<file path="src/rtl/hb_cmd_issuer.sv">
// Command issuer: buffers {op, val, rep} commands in a FIFO and replays each one
// as registered inc/dec/acc_clr strobes, rep+1 times, with hold and sync clear.
module hb_cmd_issuer #(
   parameter int DEPTH     = 4,
   parameter int REP_WIDTH = 4
) (
   input  logic                   clk,
   input  logic                   clr,
   input  logic                   cmd_valid,
   output logic                   cmd_ready,
   input  logic [1:0]             cmd_op,
   input  logic [7:0]             cmd_val,
   input  logic [REP_WIDTH-1:0]   cmd_rep,
   input  logic                   hold,
   output logic                   inc,
   output logic [7:0]             incVal,
   output logic                   dec,
   output logic [7:0]             decVal,
   output logic                   acc_clr,
   output logic                   busy,
   output logic [$clog2(DEPTH):0] level
);

   localparam int AW = $clog2(DEPTH);
   localparam int LW = AW + 1;

   typedef enum logic [1:0] {
      OP_INC = 2'b00,
      OP_DEC = 2'b01,
      OP_CLR = 2'b10,
      OP_NOP = 2'b11
   } op_e;

   typedef enum logic {
      S_IDLE,
      S_ISSUE
   } state_e;

   typedef struct packed {
      op_e                  op;
      logic [7:0]           val;
      logic [REP_WIDTH-1:0] rep;
   } cmd_t;

   typedef struct packed {
      logic       inc;
      logic [7:0] inc_val;
      logic       dec;
      logic [7:0] dec_val;
      logic       acc_clr;
   } strobe_t;

   // Values are forced to zero whenever their strobe is low.
   function automatic strobe_t decode(op_e op, logic [7:0] val);
      strobe_t s;
      s = '0;
      case (op)
         OP_INC:  begin s.inc = 1'b1; s.inc_val = val; end
         OP_DEC:  begin s.dec = 1'b1; s.dec_val = val; end
         OP_CLR:  s.acc_clr = 1'b1;
         default: s = '0;
      endcase
      return s;
   endfunction

   cmd_t                 mem [DEPTH];
   logic [AW-1:0]        wr_ptr, rd_ptr;
   logic [LW-1:0]        count;
   logic                 full, empty, push, pop, load;
   cmd_t                 head, wr_cmd;

   state_e               state, state_nxt;
   logic [REP_WIDTH-1:0] remaining, rem_nxt;
   op_e                  cur_op, cur_op_nxt;
   logic [7:0]           cur_val, cur_val_nxt;
   strobe_t              strb, strb_nxt;

   assign full   = (count == LW'(DEPTH));
   assign empty  = (count == '0);
   assign push   = cmd_valid && !full;
   assign head   = mem[rd_ptr];
   assign wr_cmd = '{op: op_e'(cmd_op), val: cmd_val, rep: cmd_rep};

   // NOTE: FIFO storage has no reset; the pointers and count alone define validity.
   always_ff @(posedge clk) begin
      if (push && !clr) mem[wr_ptr] <= wr_cmd;
   end

   // NOTE: every next-state signal gets a default first, so no path can infer a latch.
   always_comb begin
      state_nxt   = state;
      rem_nxt     = remaining;
      cur_op_nxt  = cur_op;
      cur_val_nxt = cur_val;
      strb_nxt    = '0;
      load        = 1'b0;
      pop         = 1'b0;

      // hold keeps every default: state, counter and FIFO head frozen, strobes low.
      if (!hold) begin
         case (state)
            S_IDLE: begin
               if (!empty) load = 1'b1;
            end
            S_ISSUE: begin
               if (remaining != '0) begin
                  rem_nxt  = remaining - REP_WIDTH'(1);
                  strb_nxt = decode(cur_op, cur_val);
               end else if (!empty) begin
                  load = 1'b1;
               end else begin
                  state_nxt = S_IDLE;
               end
            end
            default: state_nxt = S_IDLE;
         endcase

         if (load) begin
            pop         = 1'b1;
            state_nxt   = S_ISSUE;
            cur_op_nxt  = head.op;
            cur_val_nxt = head.val;
            rem_nxt     = (head.op == OP_INC || head.op == OP_DEC) ? head.rep : '0;
            strb_nxt    = decode(head.op, head.val);
         end
      end
   end

   // NOTE: sequential state uses non-blocking assignments so all registers update together.
   always_ff @(posedge clk) begin
      if (clr) begin
         state     <= S_IDLE;
         remaining <= '0;
         cur_op    <= OP_NOP;
         cur_val   <= '0;
         strb      <= '0;
         wr_ptr    <= '0;
         rd_ptr    <= '0;
         count     <= '0;
      end else begin
         state     <= state_nxt;
         remaining <= rem_nxt;
         cur_op    <= cur_op_nxt;
         cur_val   <= cur_val_nxt;
         strb      <= strb_nxt;
         if (push) wr_ptr <= wr_ptr + AW'(1);
         if (pop)  rd_ptr <= rd_ptr + AW'(1);
         count <= count + LW'(push) - LW'(pop);
      end
   end

   assign cmd_ready = !full;
   assign level     = count;
   assign busy      = (state == S_ISSUE) || (count != '0);
   assign inc       = strb.inc;
   assign incVal    = strb.inc_val;
   assign dec       = strb.dec;
   assign decVal    = strb.dec_val;
   assign acc_clr   = strb.acc_clr;

endmodule

</file>
<file path="config.mk">
export PLATFORM = sky130hd
export DESIGN_NAME = hb_cmd_issuer
export DESIGN_NICKNAME = d
export VERILOG_FILES = /design/src/rtl/hb_cmd_issuer.sv
export SDC_FILE = /design/constraint.sdc
export NUM_CORES = 1
export LEC_CHECK = 0
export BUFFER_PORTS_ARGS = -buffer_cell sky130_fd_sc_hd__buf_2
export CORE_UTILIZATION = 40
export CTS_CLUSTER_SIZE = 28
export DETAILED_ROUTE_END_ITERATION = 6
export GPL_TIMING_DRIVEN = 0
export SYNTH_ARGS = -nofsm -noshare
export SYNTH_HDL_FRONTEND = slang
export SYNTH_SLANG_ARGS = --single-unit
export TNS_END_PERCENT = 50
</file>
<file path="constraint.sdc">
create_clock -name clk -period 8.3 [get_ports clk]
set_input_delay 0.83 -clock clk [delete_from_list [all_inputs] [get_ports clk]]
set_output_delay 0.83 -clock clk [all_outputs]
set_load 0.05 [all_outputs]
</file>
==> reports/results.txt <==
area grow syn2layout = 15.44%
Critical Path End = level[2]
unrepaired setup endpoints after global routing = no
gr usage total = 14.82%
Setup TNS = 0 ns
vias per inst = 4.908
Max Cap Viol = 0
Crit path required time = 8.53 ns
Antenna Cells = 0
placed instance area = 4228 um^2
hold_buf cts = 0
post-synthesis net count = 285
Worst R2R Start = remaining[0]
worst r2r dst = level[2]
layout cells sized above 1 = 27.30%
htree depth = 3
flip-flop and latch area = 2542 um^2
Yosys reg bits = 99
fin. max-slew vios = 0
Routed WL per cell = 15.39 um
power per cell area = 316.0 nW/um^2
clock skew = 0.008486 ns
WL final = 6831 um
pre-CTS WS = 5.116 ns
Critical Path Fanout Max = 10
FP Rows = 35
final instance area = 4463 um^2
Clk pin slew, worst setup/hold paths = 0.09 ns
Die X = 100.3 um
IO Count = 42
routability cong. = 0.7670
Final Hold Viols = 0
remaining antenna violation count = 0
Final WS setup = 5.118 ns
Worst slew margin = 41.55%
slew at the pin closest to its max-slew limit = 0.8696 ns
Worst setup SP type = register
Final period util = 38.33%
internal cell power = 0.0009333 W
Overflow after GRT = 0
P_sw = 0.0004770 W
share of total power in sequential cells = 43.7%
Core Area = 9284 um^2
# fillers = 853
sw frac = 33.82%
Synth top area share = 43.50%
WP data arrival = 3.42 ns
proportion of power drawn by combinational gates = 32.3%
leakage power = 1.581 nW
NumNets Final = 336
Primary FF master, synth = edfxtp_1
clk sink count = 99
EDFF count, synth = 56
Synth area leader = edfxtp_1
drc violations = 0
die height = 100.3 um
via count = 2,179
yosys warns = 0
setup repair bufs after CTS = 0
area of the multi-input gates = 1209 um^2
largest net degree at the start of global routing = 18
count of different cell masters after synthesis = 47
Reg2Reg Setup Slack = 5.12 ns
Design Power = 0.001410 W
critical path class = reg -> reg
CTS tree = built
initial core utilization = 41.64%
Mapped Avg Cell Area = 14.93 um^2
R2R depth = 13
Critical Path Source = remaining[0]
Hold WC Path Type = reg -> reg
post-cts resize count = 0
Buffers on Ports = 40
power share of the clock group = 24.1%
Pre-antenna DRT Iters = 4
hpwl dp = 4679 um
status = complete, no violations
Initial DRC Count = 72
IR drop worst, VDD = 0.0001103 V
fin crit period = 3.182 ns
maximum clock rate = 0.3143 GHz
first-pass GRT wire length = 11,050 um
Die ar. = 10,060 um^2
synthesized cell area = 3866 um^2
total CTS buffers = 9
# setup viols final = 0
initial antenna violation count = 0
vias in the first global route = 2,196
clock latency on the worst-skew pair = 0.35 ns
cells after synthesis = 259
Async SR Flop Fraction = 0%
top post-synthesis cells by area = edfxtp_1 43%, dfxtp_1 22%, mux4_2 7.6%
CTS Buffer Depth = 2
Root Buffer = clkbuf_8
crit end category = register
post-synthesis sequential area ratio = 65.76%
cell families after synthesis:
group	count (synthesis)	share of synthesized area [%]
flip-flops	99	65.76
AND/OR/NAND/NOR	61	7.832
AO/OA/AOI/OAI	40	8.803
buffers and inverters	23	3.139
multiplexers	22	10.32
adder cells (fa/ha/maj)	8	2.783
XOR/XNOR	6	1.359
area by class of cell:
class / count / share of cell area, %
sequential: 99 / 56.97
inverter: 10 / 0.8410
buffer: 13 / 1.878
clock inverter: 6 / 2.271
tap: 129 / 3.616
timing repair buffer: 40 / 4.486
clock buffer: 10 / 2.860
multi-input combinational: 137 / 27.08
state kept, by name (all words and copies together) (netlist names), named ones only:
register and count:
state 1, acc_clr 1, dec 1, cur_val 8, level 3, remaining 4, incVal 8, wr_ptr 2
mem 56, rd_ptr 2, inc 1, decVal 8, cur_op 2
cells in the mapped netlist, types with 4 or more instances:
master / number
a21oi_1: 7
a22oi_1: 10
a32oi_1: 8
and2_1: 4
clkbuf_1: 7
dfxtp_1: 43
edfxtp_1: 56
ha_1: 7
inv_1: 10
mux2i_1: 8
mux4_2: 13
nand2_1: 6
nor2_1: 34
nor2b_1: 4
xnor2_1: 5
worst max-delay path: stages (launching register included):
cell and delay, ns:
dfxtp_1 0.33, inv_1 0.08, ha_1 0.21, or3b_1 0.37, buf_6 0.15, a211oi_4 0.59
buf_8 0.23, ha_1 0.14, inv_1 0.03, ha_1 0.18, fa_1 0.39, xnor2_1 0.18
xnor2_1 0.13, nor2_1 0.05
through the flow:
step | hold slack, ns | instances | util [%]
after global routing | 0.5336 | 444 | 48.07
after detailed placement | 0.4790 | 428 | 45.54
after global placement | 0.4757 | 428 | 45.54
after CTS | 0.4936 | 444 | 48.01
after floorplan | 0.4624 | 259 | -
final | 0.4946 | 444 | 48.07
layout by cell type, fill, tap and decap left out, types with 9 or more instances in the layout:
master	count
buf_2	41
edfxtp_1	56
a22oi_1	10
nor2_1	34
mux4_2	13
dfxtp_1	43
inv_1	10
clkbuf_8	9
how the worst min path moves through the flow:
stage / start / cells past startpoint / endpoint / slack, ns
2_1_floorplan: remaining[1] / 2 / remaining[1] / 0.46
3_3_place_gp: remaining[1] / 2 / remaining[1] / 0.48
3_5_place_dp: remaining[1] / 2 / remaining[1] / 0.48
4_1_cts: remaining[1] / 2 / remaining[1] / 0.49
5_1_grt: remaining[1] / 2 / remaining[1] / 0.53
6_report: remaining[1] / 2 / remaining[1] / 0.49
routing by layer:
metal / wire length [um] / GRT usage [%] / vias to the layer above / share of wire [%]
li1: - / - / 1065 / -
met1: 3363 / 18.90 / 1057 / 49
met2: 3195 / 24.39 / 49 / 47
met3: 183 / 3.134 / 8 / 2.7
met4: 88 / 6.577 / 0 / 1.3
met5: 0 / 0 / - / 0
power by group through the flow:
stage	sequential, W	combinational [W]	clock (W)
3_3_place_gp	0.000624	0.000448	0
2_1_floorplan	0.000659	0.000322	0
6_report	0.000616	0.000455	0.000339
3_5_place_dp	0.000626	0.000456	0
5_1_grt	0.000623	0.000498	0.000364
4_1_cts	0.000615	0.000457	0.000346
(Power assumes the default switching activity.)
